--- src/rtl/logic_gate_array_pkg.sv ---
// Shared types and the gate truth function for the logic gate array.
package logic_gate_pkg;

    // Gate function codes, matching the 74xx family a channel emulates.
    typedef enum logic [2:0] {
        FN_AND  = 3'd0,
        FN_OR   = 3'd1,
        FN_NAND = 3'd2,
        FN_NOR  = 3'd3,
        FN_XOR  = 3'd4,
        FN_XNOR = 3'd5,
        FN_BUF  = 3'd6,
        FN_INV  = 3'd7
    } func_e;

    // Per-channel inertial-delay state.
    typedef enum logic {
        ST_IDLE = 1'b0,
        ST_PEND = 1'b1
    } state_e;

    // Ideal (zero-delay) gate output for a function code; BUF/INV ignore b.
    function automatic logic gate_eval(input func_e f, input logic a, input logic b);
        logic r;
        case (f)
            FN_AND:  r = a & b;
            FN_OR:   r = a | b;
            FN_NAND: r = ~(a & b);
            FN_NOR:  r = ~(a | b);
            FN_XOR:  r = a ^ b;
            FN_XNOR: r = ~(a ^ b);
            FN_BUF:  r = a;
            FN_INV:  r = ~a;
            default: r = 1'b0;
        endcase
        return r;
    endfunction

endpackage

--- src/rtl/logic_gate_array_channel.sv ---
// One emulated 2-input gate: input sampling, run-time function/delay,
// and an inertial-delay FSM that swallows target pulses shorter than delay+1.
module gate_channel
    import logic_gate_pkg::*;
#(
    parameter int         DELAY_W       = 4,
    parameter logic [2:0] DEFAULT_FUNC  = 3'd1,
    parameter int         DEFAULT_DELAY = 0
) (
    input  logic               clk,
    input  logic               rst_n,
    input  logic               a,
    input  logic               b,
    input  logic               cfg_en,
    input  logic [2:0]         cfg_func,
    input  logic [DELAY_W-1:0] cfg_delay,
    output logic               y,
    output logic               busy
);

    logic               a_q, a_d;
    logic               b_q, b_d;
    func_e              func_q, func_d;
    logic [DELAY_W-1:0] delay_q, delay_d;
    logic [DELAY_W-1:0] cnt_q, cnt_d;
    state_e             state_q, state_d;
    logic               y_q, y_d;
    logic               target;

    // Target is what the ideal gate would show for the sampled inputs.
    assign target = gate_eval(func_q, a_q, b_q);

    // Sample inputs every edge; a config write lands after this edge's evaluation.
    always_comb begin
        a_d     = a;
        b_d     = b;
        func_d  = func_q;
        delay_d = delay_q;
        if (cfg_en) begin
            func_d  = func_e'(cfg_func);
            delay_d = cfg_delay;
        end
    end

    // Inertial delay: a mismatch must persist delay+1 evaluations to reach y.
    always_comb begin
        state_d = state_q;
        cnt_d   = cnt_q;
        y_d     = y_q;
        case (state_q)
            ST_IDLE: begin
                if (target != y_q) begin
                    if (delay_q == '0) begin
                        y_d = target;
                    end else begin
                        cnt_d   = delay_q - DELAY_W'(1);
                        state_d = ST_PEND;
                    end
                end
            end
            ST_PEND: begin
                if (target == y_q) begin
                    // Target returned before the delay expired: drop the glitch.
                    state_d = ST_IDLE;
                end else if (cnt_q == '0) begin
                    y_d     = target;
                    state_d = ST_IDLE;
                end else begin
                    cnt_d = cnt_q - DELAY_W'(1);
                end
            end
            default: state_d = ST_IDLE;
        endcase
    end

    // All channel state; reset discards any pending transition at once.
    always_ff @(posedge clk or negedge rst_n) begin
        if (!rst_n) begin
            a_q     <= 1'b0;
            b_q     <= 1'b0;
            func_q  <= func_e'(DEFAULT_FUNC);
            delay_q <= DELAY_W'(DEFAULT_DELAY);
            cnt_q   <= '0;
            state_q <= ST_IDLE;
            y_q     <= 1'b0;
        end else begin
            a_q     <= a_d;
            b_q     <= b_d;
            func_q  <= func_d;
            delay_q <= delay_d;
            cnt_q   <= cnt_d;
            state_q <= state_d;
            y_q     <= y_d;
        end
    end

    // Outputs come straight from flops.
    always_comb begin
        y    = y_q;
        busy = (state_q == ST_PEND);
    end

endmodule

--- src/rtl/logic_gate_array.sv ---
// Array of independent run-time configurable gates with inertial delay.
module logic_gate_array
    import logic_gate_pkg::*;
#(
    parameter int         CHANNELS      = 4,
    parameter int         DELAY_W       = 4,
    parameter logic [2:0] DEFAULT_FUNC  = 3'd1,
    parameter int         DEFAULT_DELAY = 0
) (
    input  logic                clk,
    input  logic                rst_n,
    input  logic [CHANNELS-1:0] a,
    input  logic [CHANNELS-1:0] b,
    input  logic                cfg_we,
    input  logic [3:0]          cfg_ch,
    input  logic [2:0]          cfg_func,
    input  logic [DELAY_W-1:0]  cfg_delay,
    output logic [CHANNELS-1:0] y,
    output logic [CHANNELS-1:0] busy
);

    logic [CHANNELS-1:0] cfg_en;

    // Indices at or above CHANNELS match no channel, so such writes vanish.
    for (genvar g = 0; g < CHANNELS; g++) begin : g_ch
        assign cfg_en[g] = cfg_we && (cfg_ch == 4'(g));

        gate_channel #(
            .DELAY_W      (DELAY_W),
            .DEFAULT_FUNC (DEFAULT_FUNC),
            .DEFAULT_DELAY(DEFAULT_DELAY)
        ) u_ch (
            .clk      (clk),
            .rst_n    (rst_n),
            .a        (a[g]),
            .b        (b[g]),
            .cfg_en   (cfg_en[g]),
            .cfg_func (cfg_func),
            .cfg_delay(cfg_delay),
            .y        (y[g]),
            .busy     (busy[g])
        );
    end

endmodule

--- config.mk ---
export PLATFORM = sky130hd
export DESIGN_NAME = logic_gate_array
export DESIGN_NICKNAME = d
export VERILOG_FILES = /design/src/rtl/logic_gate_array_pkg.sv /design/src/rtl/logic_gate_array_channel.sv /design/src/rtl/logic_gate_array.sv
export SDC_FILE = /design/constraint.sdc
export NUM_CORES = 1
export LEC_CHECK = 0
export BUFFER_PORTS_ARGS = -buffer_cell sky130_fd_sc_hd__buf_2
export CAP_MARGIN = 40
export CORE_UTILIZATION = 60
export DETAILED_ROUTE_END_ITERATION = 12
export GPL_ROUTABILITY_DRIVEN = 0
export GPL_TIMING_DRIVEN = 0
export PLACE_DENSITY = 0.8
export SYNTH_ARGS = -nofsm -noshare
export SYNTH_HDL_FRONTEND = slang
export SYNTH_HIERARCHICAL = 1
export SYNTH_SLANG_ARGS = --single-unit
--- constraint.sdc ---
create_clock -name clk -period 2.4 [get_ports clk]
set_input_delay 0.12 -clock clk [delete_from_list [all_inputs] [get_ports clk]]
set_output_delay 0.12 -clock clk [all_outputs]
set_load 0.005 [all_outputs]
* Word-level counts from Yosys, hierarchy flattened
Cells that the tools add are included.
W data, S select, Z words.
** Cells by class
- $add $sub $neg :: 8
- Multiply operators :: 0
- Div/mod/pow operators :: 0
- Order comparisons :: 0
- Equality and inequality tests :: 63
- Shift operators :: 0
- Muxes and demuxes :: 64
- Bitwise gates (word level) :: 32
- Reductions and logical operators :: 25
** Operators with widths (number)
- $mux W4 :: 16
- $eq A3 B3 Y1 const B :: 16
- $logic_not A4 Y1 :: 9
- $mux W1 :: 32
- $ne A2 B2 Y1 const B :: 16
- $pmux W1 S8 :: 4
- $pmux W4 S2 :: 4
- $reduce_and A4 Y1 :: 8
- $sub A4 B1 Y4 const B :: 8
- $eq A3 B2 Y1 const B :: 8
- $not A1 Y1 :: 20
- $ne A2 B1 Y1 const B :: 8
- $pmux W1 S2 :: 8
- $eq A3 B1 Y1 const B :: 4
- $logic_not A3 Y1 :: 4
- $eq A4 B2 Y1 const B :: 2
- $and A1 B1 Y1 :: 4
- $eq A1 B1 Y1 :: 4
- $eq A4 B1 Y1 const B :: 1
- $logic_and A1 B1 Y1 :: 4
- $ne A1 B1 Y1 :: 4
- $or A1 B1 Y1 :: 4
- $xor A1 B1 Y1 :: 4
** Storage, ports and cells
- Register bits :: 60
- Latch bits :: 0
- RAM bits :: 0
- Memory bits (read-only) :: 0
- Input port bits :: 22
- Output and inout port bits :: 8
- Logic and storage cells :: 220
- Memories :: 0

* Depth between registers and ports, before layout
- Word-level depth :: 6
- Gate-level depth with buffers :: 7
- Mapped depth without buffers :: 7

* Modules after synthesis
The synthesis kept the hierarchy.
** Modules (own cells, without submodules)
- gate_channel :: times used 4, cells each 73, area each 864.6 um^2, sequential area each 376.6 um^2
- logic_gate_array :: times used 1, cells each 5, area each 65.1 um^2, sequential area each 0.0 um^2

* Least setup slack after synthesis
OpenSTA, ideal clock, no wires.
- Path kind :: reg2reg
- From :: reg g_ch[0].u_ch.a_q
- To :: reg g_ch[0].u_ch.cnt_q[0]
- Library setup time :: 0.125 ns
- Arrival :: 1.755 ns
- Required time :: 2.275 ns
- Slack :: 0.520 ns
- Stages on the path, launching flop included :: 8
- Clock period less this slack :: 1.880 ns
- Cell sequence :: dfrtp_1 > inv_1 > ha_1 > mux2i_4 > xnor2_1 > a211oi_4 > nor2_2 > mux2_4
** Between the ends
- Cells in the longest elaborated chain, start to end :: 6
** Ends and longest elaborated chain
- start, declared :: RTL line logic_gate_array_channel.sv:21 : logic a_q, a_d;
- start signal, assigned :: RTL line logic_gate_array_channel.sv:79 : a_q <= 1'b0;
- start signal, assigned :: RTL line logic_gate_array_channel.sv:87 : a_q <= a_d;
- $xor A1 B1 Y1, or another cell as far along :: RTL line logic_gate_array_pkg.sv:30, logic_gate_array_pkg.sv:31
- $not A1 Y1, on equally long branches :: RTL line logic_gate_array_pkg.sv:31, logic_gate_array_pkg.sv:28, logic_gate_array_pkg.sv:29
- $pmux W1 S8 * :: RTL line logic_gate_array_pkg.sv:25 : case (f)
- $eq A1 B1 Y1 / $ne A1 B1 Y1 (equally long branches) :: RTL line logic_gate_array_channel.sv:62, logic_gate_array_channel.sv:52
- $ne A2 B2 Y1 (no source line) / $ne A2 B1 Y1 (equally long branches)
- $reduce_and A4 Y1 (no source line) *
- end signal, assigned :: RTL line logic_gate_array_channel.sv:91 : cnt_q <= cnt_d;
- end, declared :: RTL line logic_gate_array_channel.sv:25 : logic [DELAY_W-1:0] cnt_q, cnt_d;
Mark *: on every way between the ends. The rest lies on a longest branch, timed or not.
A chain may end at the register's enable or synchronous reset.

* Final worst setup path
- From :: reg g_ch[2].u_ch.a_q
- To :: reg g_ch[2].u_ch.cnt_q[0]
** Between the ends
- Cells in the longest elaborated chain, start to end :: 6
** Ends and longest elaborated chain (RTL line)
- start, declared :: logic_gate_array_channel.sv:21
- start signal, assigned :: logic_gate_array_channel.sv:79
- start signal, assigned :: logic_gate_array_channel.sv:87
- $xor A1 B1 Y1, or another cell as far along :: logic_gate_array_pkg.sv:30, logic_gate_array_pkg.sv:31
- $not A1 Y1, on equally long branches :: logic_gate_array_pkg.sv:31, logic_gate_array_pkg.sv:28, logic_gate_array_pkg.sv:29
- $pmux W1 S8 * :: logic_gate_array_pkg.sv:25
- $eq A1 B1 Y1 / $ne A1 B1 Y1 (equally long branches) :: logic_gate_array_channel.sv:62, logic_gate_array_channel.sv:52
- $ne A2 B2 Y1 (no source line) / $ne A2 B1 Y1 (equally long branches)
- $reduce_and A4 Y1 (no source line) *
- end signal, assigned :: logic_gate_array_channel.sv:91
- end, declared :: logic_gate_array_channel.sv:25
Marked as above.

==> results.sh <==
export IMPL_fin_nets=381
export IMPL_power_switching_mw=1.72
export IMPL_insertion_delay_ns=0.32
export IMPL_track_usage_pct=23.9
export IMPL_placementRows=27
export IMPL_finalSetupViolations=0
export IMPL_cts_tree="done"
export IMPL_synth_seq_area_share_pct=42.8
export IMPL_wire_per_inst_um=15.3
export IMPL_finalSetupTns_ns=0
export IMPL_finalCritPeriodShare_pct=85.0
export IMPL_post_cts_buffers=0
export IMPL_cts_resized=0
export IMPL_synth_enable_flop_cells=0
export IMPL_fin_util_pct=73.4
export IMPL_ys_types=39
export IMPL_clk_pin_slew_worst_paths_ns=0.07
export IMPL_seqCellArea_mm2=0.00151
export IMPL_root_buffer="clkbuf_8"
export IMPL_holdCritPathClass="input pin to register"
export IMPL_relSlewSlack_pct=57.9
export IMPL_worstPathMaxFanout=7
export IMPL_io_buffers=29
export IMPL_ys_flop_type="dfrtp_1"
export IMPL_via_per_inst=5.78
export IMPL_grt_ovfl_total=0
export IMPL_finalMaxSlewViolations=0
export IMPL_antenna_found_initial=0
export IMPL_place_area_mm2=0.00378
export IMPL_rsz0062_at_grt="no"
export IMPL_syn_num_nets=331
export IMPL_hold_buffers=9
export IMPL_die_h_um=78.6
export IMPL_synthToLayoutAreaGrowth_pct=16.1
export IMPL_grt_pass1_wl_mm=11.4
export IMPL_worst_slew_pin_slew_ns=0.632
export IMPL_maxCapViolCount=0
export IMPL_final_cell_area_mm2=0.00409
export IMPL_cts_sinks=60
export IMPL_initialDrtViolationCount=98
export IMPL_period_needed_ns=2.04
export IMPL_hold_violations=0
export IMPL_status="finished clean"
export IMPL_startpoint_type="register"
export IMPL_multi_input_area_mm2=0.00189
export IMPL_vias=2449
export IMPL_synth_warnings=6
export IMPL_yosys_register_bits=60
export IMPL_drt_pass1_iter_count=6
export IMPL_num_antenna_cells=0
export IMPL_worstPathRequired_ns=2.61
export IMPL_crit_type="register to register"
export IMPL_fmax_mhz=490
export IMPL_ioPinCount=30
export IMPL_p_leak_nw=1.78
export IMPL_netlist_area_mm2=0.00352
export IMPL_pwr_share_comb_pct=43.3
export IMPL_cts_buffers_inserted=9
export IMPL_fin_worst_skew_ns=0.00707
export IMPL_switching_share_pct=37.1
export IMPL_intPower_mw=2.93
export IMPL_async_reset_ff_share_pct=100
export IMPL_nFillCells=392
export IMPL_drive_gt1_share_pct=34.1
export IMPL_htree_levels=3
export IMPL_seqPwrFrac_pct=35.6
export IMPL_syn_instance_count=297
export IMPL_die_width_um=78.6
export IMPL_route_antenna_remaining_nets=0
export IMPL_dpl_hpwl_mm=4.51
export IMPL_start_util_pct=63.2
export IMPL_p_per_area_mw_per_mm2=1140
export IMPL_final_cell_mix="56 x dfrtp_1, 33 x buf_2, 28 x mux2_2"
export IMPL_clockPowerShare_pct=21.1
export IMPL_drc=0
export IMPL_dieArea_mm2=0.00618
export IMPL_grt_pass1_vias=2533
export IMPL_layout_commonest_cell="dfrtp_1"
export IMPL_peakVddDrop_mv=0.866
export IMPL_core_area_mm2=0.00557
export IMPL_grt_max_degree=35
export IMPL_end_kind="register"
export IMPL_finalWirelength_mm=6.48
export IMPL_clockBufferDepth=2
export IMPL_crit_arrival_ns=2.25
export IMPL_avgSynthCellArea_um2=11.9
## routing by layer
| metal | GRT usage, % | part of all wire, % |
|---|---|---|
| met1 | 28.8 | 45 |
| met2 | 41.4 | 51 |
| met3 | 5.00 | 2.9 |
| met4 | 9.81 | 0.86 |
| met5 | 0 | 0 |
## Yosys cell counts (8+ instances only)
cell | n | area [µm²]
dfrtp_1 | 56 | 1400
ha_1 | 12 | 150
inv_1 | 12 | 45.0
mux2_2 | 28 | 315
mux2i_1 | 8 | 80.1
nand2_1 | 12 | 45.0
nand3b_1 | 8 | 60.1
nor2_1 | 16 | 60.1
nor3b_1 | 8 | 60.1
o21ai_0 | 8 | 40.0
o31ai_1 | 12 | 90.1
xor2_1 | 20 | 175
## power by group through the flow
| stage | combinational [mW] | sequential, mW | clock [mW] |
|---|---|---|---|
| 2_1_floorplan | 1.63 | 1.59 | 0 |
| 6_report | 2.01 | 1.65 | 0.983 |
| 5_1_grt | 2.23 | 1.71 | 1.05 |
| 4_1_cts | 2.02 | 1.66 | 0.998 |
| 3_5_place_dp | 1.98 | 1.67 | 0 |
| 3_3_place_gp | 1.92 | 1.65 | 0 |
## stage by stage
stage               hold WS, ns  power (mW)  std cells  setup WS [ns]
floorplan                -0.176        3.23        297          0.520
global placement          0.227        3.56        398          0.423
detailed placement        0.176        3.65        399          0.361
CTS                      0.0778        4.67        424          0.356
global route             0.0809        4.99        424          0.251
finish                   0.0968        4.65        424          0.359
## sequential cells by signal, summed over array words and instances (netlist names)
signal,cells
g_ch.u_ch/busy,4
g_ch.u_ch/y,4
g_ch.u_ch/func_q,12
g_ch.u_ch/delay_q,16
g_ch.u_ch/b_q,4
g_ch.u_ch/cnt_q,16
g_ch.u_ch/a_q,4
## final timing paths
kind	start	cells past startpoint	end	slack, ns
worst max register to register	g_ch[2].u_ch/a_q	7	g_ch[2].u_ch/cnt_q[0]	0.36
worst min register to register	g_ch[0].u_ch/cnt_q[3]	2	g_ch[0].u_ch/cnt_q[3]	0.50
worst min-delay path	cfg_func[1]	2	g_ch[3].u_ch/func_q[1]	0.1
max in group asynchronous	rst_n	3	g_ch[2].u_ch/func_q[0]	1.38
worst max-delay path	g_ch[2].u_ch/a_q	7	g_ch[2].u_ch/cnt_q[0]	0.36
min in group asynchronous	rst_n	2	g_ch[1].u_ch/y	0.35
## kinds of logic (layout without fill, tap and decap cells)
group	after synthesis	after routing	synth area share, %
multiplexers	44	44	15.5
AO/OA/AOI/OAI	56	56	14.2
buffers and inverters	24	79	3.55
AND/OR/NAND/NOR	77	77	13.8
flip-flops	60	60	42.8
XOR/XNOR	24	24	5.97
adder cells (fa/ha/maj)	12	12	4.26
## area by class of cell
type                    count  share of cell area [%]
repair buffers             39                    6.24
flip-flops and latches     60                    36.8
clock inverters             3                    1.04
multi-input cells         213                    46.3
plain buffers              12                    1.96
inverters                  12                    1.10
clock buffers              13                    4.37
well taps                  72                    2.20
## critical path, cell delays in order, from the launching register on
cell and delay [ns]:
dfrtp_1 0.41, inv_1 0.06, ha_1 0.32, mux2i_4 0.18, xnor2_1 0.13, a211oi_4 0.44
nor2_2 0.09, mux2_4 0.30
(Power assumes the default switching activity.)
